[config.mk]
export PLATFORM = sky130hd
export DESIGN_NAME = decoder_scan_flat
export DESIGN_NICKNAME = d
export VERILOG_FILES = /design/src/rtl/decoder_scan_if.sv /design/src/rtl/decoder_scan.sv /design/src/flat_wrapper.sv
export SDC_FILE = /design/constraint.sdc
export NUM_CORES = 1
export LEC_CHECK = 0
export CORE_ASPECT_RATIO = 0.8
export CORE_MARGIN = 2
export CORE_UTILIZATION = 38
export CTS_BUF_LIST = sky130_fd_sc_hd__clkbuf_4 sky130_fd_sc_hd__clkbuf_8
export DETAILED_ROUTE_END_ITERATION = 10
export PLACE_DENSITY_LB_ADDON = 0.12
export SYNTH_ARGS = -nofsm -noshare
export SYNTH_HDL_FRONTEND = slang
export SYNTH_SLANG_ARGS = --single-unit
[constraint.sdc]
create_clock -name clk -period 1.8 [get_ports clk]
set_clock_uncertainty 0.1 [all_clocks]
set_input_delay 0.18 -clock clk [delete_from_list [all_inputs] [get_ports clk]]
set_output_delay 0.18 -clock clk [all_outputs]
set_load 0.01 [all_outputs]
[src/rtl/decoder_scan_if.sv]
// rtl/decoder_scan_if.sv - control and decode-output bundle for decoder_scan
//
// Purpose: groups the decoder's control inputs and registered outputs.
// Signals:
//   en    - global enable (master -> slave)
//   mode  - 0 = direct decode, 1 = auto-scan (master -> slave)
//   in    - select value for direct mode, SEL_W bits (master -> slave)
//   d     - one-hot or all-zero decode, 2**SEL_W bits (slave -> master)
//   idx   - current select index, SEL_W bits (slave -> master)
//   wrap  - one-cycle pulse on scan wrap (slave -> master)
interface decoder_scan_if #(
  parameter int SEL_W = 3
);
  logic                    en;
  logic                    mode;
  logic [SEL_W-1:0]        in;
  logic [(1<<SEL_W)-1:0]   d;
  logic [SEL_W-1:0]        idx;
  logic                    wrap;

  modport master (output en, output mode, output in, input d, input idx, input wrap);
  modport slave  (input en, input mode, input in, output d, output idx, output wrap);
endinterface

[src/rtl/decoder_scan.sv]
// rtl/decoder_scan.sv - one-hot decoder with direct and auto-scan modes
//
// Purpose: registered 2**SEL_W-way one-hot decoder. In direct mode the
// output follows bus.in with one cycle of latency; in scan mode every
// index is held for DIV cycles in turn, with a wrap pulse on 7 -> 0.
// Ports:
//   clk   - clock, rising edge
//   rst_n - synchronous active-low reset
//   bus   - decoder_scan_if slave modport (en, mode, in / d, idx, wrap)
// Optional macro DECODER_SCAN_BLANK_EN: blanks d for the step cycle of
// each scan index change (requires DIV >= 2).
module decoder_scan #(
  parameter int SEL_W = 3,
  parameter int DIV   = 4
) (
  input  logic           clk,
  input  logic           rst_n,
  decoder_scan_if.slave  bus
);
  localparam int N    = 1 << SEL_W;
  localparam int PC_W = (DIV > 1) ? $clog2(DIV) : 1;
  localparam logic [PC_W-1:0]  PC_LAST = PC_W'(DIV - 1);
  localparam logic [SEL_W-1:0] IDX_MAX = SEL_W'(N - 1);

  logic [N-1:0]     d_q;
  logic [SEL_W-1:0] idx_q;
  logic [PC_W-1:0]  pc_q;
  logic             mode_q;
  logic             wrap_q;
  logic [SEL_W-1:0] idx_nxt;

  function automatic logic [N-1:0] onehot(input logic [SEL_W-1:0] s);
    logic [N-1:0] r;
    r    = '0;
    r[s] = 1'b1;
    return r;
  endfunction

  // Index increment wraps naturally at the SEL_W width.
  assign idx_nxt = idx_q + 1'b1;

  always_ff @(posedge clk) begin
    if (!rst_n) begin
      d_q    <= '0;
      idx_q  <= '0;
      pc_q   <= '0;
      mode_q <= 1'b0;
      wrap_q <= 1'b0;
    end else if (!bus.en) begin
      // Blank the output but freeze all sequencing state, including mode_q,
      // so a mode change made while disabled is seen on re-enable.
      d_q    <= '0;
      wrap_q <= 1'b0;
    end else begin
      mode_q <= bus.mode;
      if (!bus.mode) begin
        idx_q  <= bus.in;
        d_q    <= onehot(bus.in);
        pc_q   <= '0;
        wrap_q <= 1'b0;
      end else if (!mode_q) begin
        // Scan entry always restarts at index 0 with a fresh dwell.
        idx_q  <= '0;
        d_q    <= onehot('0);
        pc_q   <= '0;
        wrap_q <= 1'b0;
      end else if (pc_q != PC_LAST) begin
        pc_q   <= pc_q + 1'b1;
        d_q    <= onehot(idx_q);
        wrap_q <= 1'b0;
      end else begin
        pc_q   <= '0;
        idx_q  <= idx_nxt;
        wrap_q <= (idx_q == IDX_MAX);
`ifdef DECODER_SCAN_BLANK_EN
        d_q    <= '0;
`else
        d_q    <= onehot(idx_nxt);
`endif
      end
    end
  end

  assign bus.d    = d_q;
  assign bus.idx  = idx_q;
  assign bus.wrap = wrap_q;
endmodule

[src/flat_wrapper.sv]
// flat-port wrapper written by rule: the top's interface ports become plain ports
module decoder_scan_flat 
#(
  parameter int SEL_W = 3,
  parameter int DIV   = 4
)
  (clk, rst_n, bus_en, bus_mode, bus_in, bus_d, bus_idx, bus_wrap);
  decoder_scan_if #(.SEL_W(SEL_W)) bus_i ();
  input  logic clk;
  input  logic rst_n;
  input wire logic [$bits(bus_i.en)-1:0] bus_en;
  input wire logic [$bits(bus_i.mode)-1:0] bus_mode;
  input wire logic [$bits(bus_i.in)-1:0] bus_in;
  output wire logic [$bits(bus_i.d)-1:0] bus_d;
  output wire logic [$bits(bus_i.idx)-1:0] bus_idx;
  output wire logic [$bits(bus_i.wrap)-1:0] bus_wrap;
  assign bus_i.en = bus_en;
  assign bus_i.mode = bus_mode;
  assign bus_i.in = bus_in;
  assign bus_d = bus_i.d;
  assign bus_idx = bus_i.idx;
  assign bus_wrap = bus_i.wrap;
  decoder_scan #(.SEL_W(SEL_W), .DIV(DIV)) u_core (.clk(clk), .rst_n(rst_n), .bus(bus_i));
endmodule
==> reports/results.txt, run 1 <==
CP required - 1.52 ns
post-cts gate resize count - 0
Synth Area in Adders - 4.70%
Tcrit/Tclk final - 92.1%
Seq cells post-synth - 15
Placer Congestion - 0.819
area leader, netlist - dfxtp_1
antenna violations before repair - 0
Final min period - 1.66 ns
Total GRT Usage - 18.8%
fmax - 603 MHz
RSZ-0062 raised after global routing - no
WL final - 2030 µm
number of flops mapped to enable cells by yosys - 0
post-route cell area - 1060 µm²
Area growth syn-to-layout - 32.8%
post-route setup slack - 0.142 ns
clk root buf - clkbuf_4
Post-CTS Setup Bufs - 0
die area - 2490 µm²
Synth area leaders - dfxtp_1, ha_1, nor2b_1
Max IR drop VDD - 0.576 mV
sequential area share after synthesis - 37.6%
Initial DRT Pass Iterations - 4
clock sinks - 15
Synth Area in Compound Gates - 23.4%
Worst path max stage delay - 0.56 ns
via/cell ratio - 5.69
largest net degree at the start of global routing - 13
critical path's top delay family - buffers and inverters
post-synth top area share - 37.6%
diode count - 0
Worst Path Buf+Inv - 2
GRT Residual Overflow - 0
CP endpoint kind - primary output
layout cell share with drive strength beyond 1 - 13.4%
count leader, synth - dfxtp_1
Synth Cell Area - 798 µm²
global-route wire length before repair - 3490 µm
CTS clock-pin slew for the worst setup and hold paths - 0.09 ns
Syn Area/Cell - 9.07 µm²
main combinational cell family by area after synthesis - simple AND/OR/NAND/NOR gates
Slew headroom - 72.8%
leak pwr - 0.422 nW
initial core utilization - 41.4%
CTS buffer count - 3
I/O pins - 19
area post-placement - 1030 µm²
Setup CP Type - flip-flop to primary output
core footprint - 1930 µm²
Async SR Flop Fraction - 0%
CTS tree - done
Max Cap Viol - 0
CTS Buffer Depth - 2
DRT iter0 DRCs - 21
later-pin clock latency in the skew report - 0.29 ns
die height - 45.0 µm
H-tree depth - 1
Most used DFF post-synth - dfxtp_1
crit path launch type - flip-flop
PD cells - 649 nW/µm²
Fin. Hold Viols - 0
WL/cell - 15.0 µm
Simple-Gate Fraction of Synth Area - 25.1%
Yosys Warn Count - 0
Max Slew Vio Count - 0
Die W - 55.2 µm
setup_tns - 0 ns
# DRC - 0
# setup viols final - 0
post-synthesis xor/xnor area fraction - 1.10%
Post-Place Worst Slack - 0.0391 ns
worst hold path class - flip-flop to flip-flop
nets - 123
number of global-route vias before repair - 747
crit path max fanout - 11
worst path cell trace - buf_4 -> clkdlybuf4s50_1
WP data arrival - 1.38 ns
synthesized instance count - 88
status - complete, no violations
antenna-violating nets left - 0
mux cell area share after synthesis - 1.25%
Slowest-stage cell, CP - clkdlybuf4s50_1
worst-margin pin slew - 0.409 ns
utilization after layout - 55.0%
Cell variety after synth - 39
net count after synthesis - 98
Via Count - 774
Rows - 14
hold_buf cts - 0
PortBufs - 18
[kinds of logic (layout without fill, tap and decap cells)]
group / count (synthesis) / count (layout)
AND/OR/NAND/NOR: 31 / 31
AO/OA/AOI/OAI: 26 / 26
flip-flops: 15 / 15
buffers and inverters: 11 / 35
adder cells (fa/ha/maj): 3 / 3
XOR/XNOR: 1 / 1
multiplexers: 1 / 1
[area by class of cell]
| class | instances | area [µm²] |
|---|---|---|
| clock inverter | 1 | 5.00 |
| sequential | 15 | 300 |
| tap | 24 | 30.0 |
| clock buffer | 3 | 22.5 |
| multi-input combinational | 62 | 443 |
| inverter | 5 | 18.8 |
| timing repair buffer | 26 | 240 |
| fill | 197 | 867 |
[state kept, by name, indices dropped and copies added, names as in the netlist]
name and flops:
u_core.bus.d 8, u_core.bus.idx 3, u_core.bus.wrap 1, u_core.mode_q 1, u_core.pc_q 2
[metrics by stage]
step | instances | total power [W] | hold slack [ns]
6_report | 136 | 0.000687 | 0.388
5_1_grt | 136 | 0.000724 | 0.415
4_1_cts | 136 | 0.000689 | 0.391
3_5_place_dp | 132 | 0.000493 | 0.378
3_3_place_gp | 132 | 0.000491 | 0.362
2_1_floorplan | 88 | 0.000434 | 0.194
[final timing paths]
check                                 startpoint                          end  slack [ns]  cells past startpoint
hold reg to reg      u_core.pc_q[1]$_SDFFE_PN0P_  u_core.pc_q[1]$_SDFFE_PN0P_        0.39                      2
setup reg to reg  u_core.bus.idx[0]$_SDFFE_PN0P_   u_core.bus.d[0]$_SDFF_PN0_        0.20                      5
hold / removal       u_core.pc_q[1]$_SDFFE_PN0P_  u_core.pc_q[1]$_SDFFE_PN0P_        0.39                      2
setup / recovery  u_core.bus.idx[0]$_SDFFE_PN0P_                   bus_idx[0]        0.14                      2
[power breakdown]
group	internal [W]	switching, W	total, W
Clock	0.0000827	0.000117	0.000199
Sequential	0.000341	0.00000649	0.000348
Combinational	0.0000678	0.0000722	0.000140
Total	0.000492	0.000196	0.000687
[cells in the final DEF, fill, tap and decap left out, types with 2 or more instances in the layout]
master / count
a21oi_1: 5
a31oi_1: 3
buf_4: 8
clkbuf_4: 3
clkdlybuf4s50_1: 18
dfxtp_1: 15
ha_1: 3
inv_1: 5
nand2_1: 5
nand3_1: 2
nand4_1: 2
nor2b_1: 5
nor3b_1: 3
o2111ai_1: 2
o211a_1: 2
o21ai_0: 2
o22ai_1: 5
[worst reg2reg max path, delay by kind of cell, from the launching register on]
kind	cells	cell delay [ns]
fa+ha+maj	2	0.55
flops	1	0.33
simple gates	1	0.30
compound gates	2	0.26
[routing by layer]
metal,vias up,track usage [%],share of wire (%)
met5,-,0,0
met3,4,7.16,6.0
li1,375,-,-
met4,0,7.32,1.7
met2,24,29.0,42
met1,371,24.2,50
(Power assumes the default switching activity.)
==> inputs of run 2 (changes only) <==
==> constraint.sdc (replaced) <==
create_clock -name clk -period 1.5 [get_ports clk]
set_clock_uncertainty 0.1 [all_clocks]
set_input_delay 0.15 -clock clk [delete_from_list [all_inputs] [get_ports clk]]
set_output_delay 0.15 -clock clk [all_outputs]
set_load 0.01 [all_outputs]
==> reports/results.txt, run 2 (same netlist as run 1, synthesis figures left out) <==
status - complete, no violations
Placer Congestion - 0.822
dpl cells - 137
R2R setup slack - 0.06 ns
diode count - 0
max reg flops - 8
r2r endpoint - u_core.bus.d[0]$_SDFF_PN0_
GRT Residual Overflow - 0
CP required - 1.62 ns
fmax - 696 MHz
Total GRT Usage - 18.8%
largest net degree at the start of global routing - 12
Final min period - 1.44 ns
crit path max fanout - 4
Cell Count, Final, Fillers Out - 141
Worst Hold End - u_core.pc_q[1]$_SDFFE_PN0P_
worst-margin pin slew - 0.309 ns
CP endpoint kind - flip-flop
Initial DRT Pass Iterations - 4
clk root buf - clkbuf_4
Max Cap Viol - 0
Rows - 14
worst hold path class - flip-flop to flip-flop
Slew headroom - 79.4%
layout cell share with drive strength beyond 1 - 24.8%
hold_buf cts - 0
core footprint - 1930 µm²
Area growth syn-to-layout - 41.2%
clock sinks - 15
CTS Buffer Depth - 2
die area - 2490 µm²
antenna-violating nets left - 0
min-delay src - u_core.pc_q[1]$_SDFFE_PN0P_
Max Slew Vio Count - 0
reg2reg path depth - 5
WL/cell - 15.5 µm
WHS Path Cells - 2
# DRC - 0
Setup CP Type - flip-flop to flip-flop
Fin. Hold Viols - 0
WL final - 2190 µm
crit path launch type - flip-flop
later-pin clock latency in the skew report - 0.30 ns
Max IR drop VDD - 0.678 mV
DRT iter0 DRCs - 34
Tcrit/Tclk final - 95.8%
most common cell after layout, fill and taps aside - clkdlybuf4s50_1
leak pwr - 0.454 nW
Worst path max stage delay - 0.33 ns
CTS clock-pin slew for the worst setup and hold paths - 0.10 ns
CTS buffer count - 3
leading cell types in the layout, fill and taps excluded - clkdlybuf4s50_1, buf_4, dfxtp_1
global-route wire length before repair - 3520 µm
antenna violations before repair - 0
PD cells - 755 nW/µm²
initial core utilization - 41.4%
# setup viols final - 0
PortBufs - 18
Post-CTS Setup Bufs - 0
number of global-route vias before repair - 712
worst path cell trace - ha_2 -> ha_4 -> nor4bb_1 -> o31ai_1 -> a21oi_1
I/O pins - 19
die height - 45.0 µm
utilization after layout - 58.5%
Slowest-stage cell, CP - dfxtp_2
via/cell ratio - 5.66
Die W - 55.2 µm
CTS tree - done
nets - 128
H-tree depth - 1
Via Count - 798
WP data arrival - 1.56 ns
setup_tns - 0 ns
reg-to-reg critical path startpoint - u_core.bus.idx[0]$_SDFFE_PN0P_
hpwl dp - 1600 µm
Design Power - 0.000851 W
==> run 2: changes by cell type in the layout (fill, tap and decap cells not counted), sizes merged <==
cell / change
buf: +5
dlygate4sd2: +3
clkdlybuf4s50: -3
==> run 2: worst max-delay path: cells and delay by family, from the launching register on <==
kind	cells	cell delay, ns
compound gates	2	0.27
fa+ha+maj	2	0.41
flops	1	0.33
simple gates	1	0.26
==> run 2: through the flow <==
step	hold WS [ns]	instance area, µm²	setup WS [ns]
3_3_place_gp	0.357	1070	-0.0628
4_1_cts	0.411	1110	0.0220
6_report	0.409	1130	0.0627
3_5_place_dp	0.391	1070	-0.0583
2_1_floorplan	0.164	800	0.00107
5_1_grt	0.427	1130	-0.00280
==> run 2: final cells by class <==
class | count | area, µm²
inverters | 5 | 18.8
clock buffers | 3 | 22.5
flip-flops and latches | 15 | 303
repair buffers | 31 | 274
multi-input cells | 62 | 474
fillers | 193 | 800
well taps | 24 | 30.0
clock inverters | 1 | 5.00
==> run 2: how the worst max path moves through the flow <==
stage / slack [ns] / depth (start not counted) / from / to
2_1_floorplan: 0.001 / 5 / u_core.bus.idx[0]$_SDFFE_PN0P_ / u_core.bus.d[0]$_SDFF_PN0_
3_3_place_gp: -0.06 / 4 / bus_mode / u_core.bus.idx[0]$_SDFFE_PN0P_
3_5_place_dp: -0.06 / 3 / bus_mode / u_core.bus.d[0]$_SDFF_PN0_
4_1_cts: 0.02 / 6 / u_core.bus.idx[0]$_SDFFE_PN0P_ / u_core.bus.d[1]$_SDFF_PN0_
5_1_grt: -0.003 / 5 / u_core.pc_q[0]$_SDFFE_PN0P_ / u_core.bus.d[5]$_SDFF_PN0_
6_report: 0.06 / 5 / u_core.bus.idx[0]$_SDFFE_PN0P_ / u_core.bus.d[0]$_SDFF_PN0_
==> run 2: what timing repair did <==
action,CTS,global route
setup endpoints to repair,8,8
resized for setup,5,6
pin swaps,2,2
cloned,0,0
==> run 2: metal layers <==
layer | part of all wire [%] | up-vias | track usage [%]
li1 | - | 390 | -
met2 | 43 | 35 | 27.1
met3 | 6.7 | 2 | 6.02
met4 | 0.18 | 0 | 4.39
met1 | 50 | 371 | 27.2
met5 | 0 | - | 0
==> run 2: where the power goes <==
part | switching [W] | leakage [nW] | internal, W
Combinational | 0.0000938 | 0.314 | 0.0000904
Sequential | 0.00000989 | 0.123 | 0.000410
Clock | 0.000147 | 0.0177 | 0.0000993
Total | 0.000251 | 0.454 | 0.000600
==> inputs of run 3 (changes only) <==
--- a/config.mk
+++ b/config.mk
@@ -11,6 +11,7 @@
 export CTS_BUF_LIST = sky130_fd_sc_hd__clkbuf_4 sky130_fd_sc_hd__clkbuf_8
 export DETAILED_ROUTE_END_ITERATION = 10
 export PLACE_DENSITY_LB_ADDON = 0.12
+export SKIP_LAST_GASP = 1
 export SYNTH_ARGS = -nofsm -noshare
 export SYNTH_HDL_FRONTEND = slang
 export SYNTH_SLANG_ARGS = --single-unit
==> reports/results.txt, run 3 (same netlist as run 1, synthesis figures left out) <==
leading cell types in the layout, fill and taps excluded - clkdlybuf4s50_1, buf_4, dfxtp_1
min-delay src - u_core.pc_q[1]$_SDFFE_PN0P_
cell internal pwr - 0.000599 W
Worst path max stage delay - 0.34 ns
R2R setup slack - 0.07 ns
Initial DRT Pass Iterations - 4
PD cells - 757 nW/µm²
Max Cap Viol - 0
I/O pins - 19
Setup CP Type - flip-flop to flip-flop
CTS Buffer Depth - 2
Total GRT Usage - 18.8%
H-tree depth - 1
CTS clock-pin slew for the worst setup and hold paths - 0.11 ns
WP data arrival - 1.55 ns
crit path max fanout - 4
CP required - 1.62 ns
DRT iter0 DRCs - 34
hpwl dp - 1600 µm
worst path cell trace - ha_2 -> ha_4 -> nor4bb_1 -> o31ai_1 -> a21oi_1
most common cell after layout, fill and taps aside - clkdlybuf4s50_1
Rows - 14
Placer Congestion - 0.822
die area - 2490 µm²
worst-margin pin slew - 0.321 ns
status - complete, no violations
antenna violations before repair - 0
Seq pwr share - 49.4%
area post-placement - 1070 µm²
dpl cells - 137
largest net degree at the start of global routing - 12
Via Count - 791
WHS Path Cells - 2
Max IR drop VDD - 0.630 mV
CTS tree - done
diode count - 0
Slew headroom - 78.6%
clock sinks - 15
GRT Residual Overflow - 0
Combinational Power Share - 21.4%
Worst Hold End - u_core.pc_q[1]$_SDFFE_PN0P_
core footprint - 1930 µm²
max reg flops - 8
# DRC - 0
clock power share - 29.2%
Cell Count, Final, Fillers Out - 141
number of global-route vias before repair - 712
RSZ-0062 raised after global routing - yes
Fin. Hold Viols - 0
critical path's top delay family - adder cells
die height - 45.0 µm
reg2reg path depth - 5
WL/cell - 15.6 µm
r2r endpoint - u_core.bus.d[0]$_SDFF_PN0_
via/cell ratio - 5.61
Worst Path Buf+Inv - 0
antenna-violating nets left - 0
post-route cell area - 1120 µm²
Final min period - 1.43 ns
PortBufs - 18
WL final - 2200 µm
Switching Share - 29.6%
Max Slew Vio Count - 0
Tcrit/Tclk final - 95.4%
crit path launch type - flip-flop
fmax - 699 MHz
worst hold path class - flip-flop to flip-flop
# setup viols final - 0
CP endpoint kind - flip-flop
NetSw - 0.000252 W
Slowest-stage cell, CP - dfxtp_2
initial core utilization - 41.4%
hold_buf cts - 0
layout cell share with drive strength beyond 1 - 23.9%
reg-to-reg critical path startpoint - u_core.bus.idx[0]$_SDFFE_PN0P_
Die W - 55.2 µm
later-pin clock latency in the skew report - 0.30 ns
global-route wire length before repair - 3520 µm
nets - 128
Area growth syn-to-layout - 40.9%
leak pwr - 0.454 nW
CTS buffer count - 3
clk root buf - clkbuf_4
==> run 3: how the worst max path moves through the flow <==
stage                                     end                      startpoint  cells after the start
2_1_floorplan      u_core.bus.d[0]$_SDFF_PN0_  u_core.bus.idx[0]$_SDFFE_PN0P_                      5
3_3_place_gp   u_core.bus.idx[0]$_SDFFE_PN0P_                        bus_mode                      4
3_5_place_dp       u_core.bus.d[0]$_SDFF_PN0_                        bus_mode                      3
4_1_cts            u_core.bus.d[1]$_SDFF_PN0_  u_core.bus.idx[0]$_SDFFE_PN0P_                      6
5_1_grt            u_core.bus.d[4]$_SDFF_PN0_  u_core.bus.idx[0]$_SDFFE_PN0P_                      5
6_report           u_core.bus.d[0]$_SDFF_PN0_  u_core.bus.idx[0]$_SDFFE_PN0P_                      5
==> run 3: routing by layer <==
| metal | vias up | track usage (%) | share of wire (%) |
|---|---|---|---|
| met5 | - | 0 | 0 |
| met4 | 0 | 4.39 | 0.27 |
| met3 | 4 | 6.02 | 6.6 |
| met2 | 32 | 27.1 | 42 |
| met1 | 365 | 27.2 | 51 |
| li1 | 390 | - | - |
==> run 3: stage by stage <==
step | setup TNS, ns | hold WS (ns) | power [W] | util [%] | setup slack, ns
floorplan | 0 | 0.164 | 0.000521 | - | 0.00107
detailed placement | -0.311 | 0.391 | 0.000602 | 55.6 | -0.0583
global placement | -0.267 | 0.357 | 0.000600 | 55.6 | -0.0628
finish | 0 | 0.408 | 0.000851 | 58.4 | 0.0686
global route | -0.0261 | 0.427 | 0.000893 | 58.4 | -0.0233
CTS | 0 | 0.411 | 0.000849 | 57.6 | 0.0220
==> run 3: power by group through the flow <==
stage               clock network, W   logic, W  registers, W
floorplan                          0  0.0000887      0.000432
global placement                   0   0.000172      0.000427
detailed placement                 0   0.000174      0.000428
CTS                         0.000254   0.000176      0.000420
global route                0.000273   0.000198      0.000422
finish                      0.000249   0.000182      0.000420
==> run 3: cell type report <==
class,count,area [µm²]
Inverter,5,18.8
Multi-Input combinational cell,62,472
Fill cell,192,802
Clock inverter,1,5.00
Clock buffer,3,22.5
Sequential cell,15,303
Timing Repair Buffer,31,274
Tap cell,24,30.0
==> run 3: repair_timing <==
| item | 4_1_cts | 5_1_grt |
|---|---|---|
| endpoints found under the setup margin | 8 | 8 |
| pin swaps | 2 | 2 |
| gates resized for setup | 5 | 5 |
| endpoints found under the hold margin | 0 | 0 |
| buffers inserted | 0 | 0 |
==> run 3: worst reg2reg max path: stages, from the launching register on <==
cell and delay, ns:
dfxtp_2 0.34, ha_2 0.19, ha_4 0.22, nor4bb_1 0.26
o31ai_1 0.12, a21oi_1 0.14
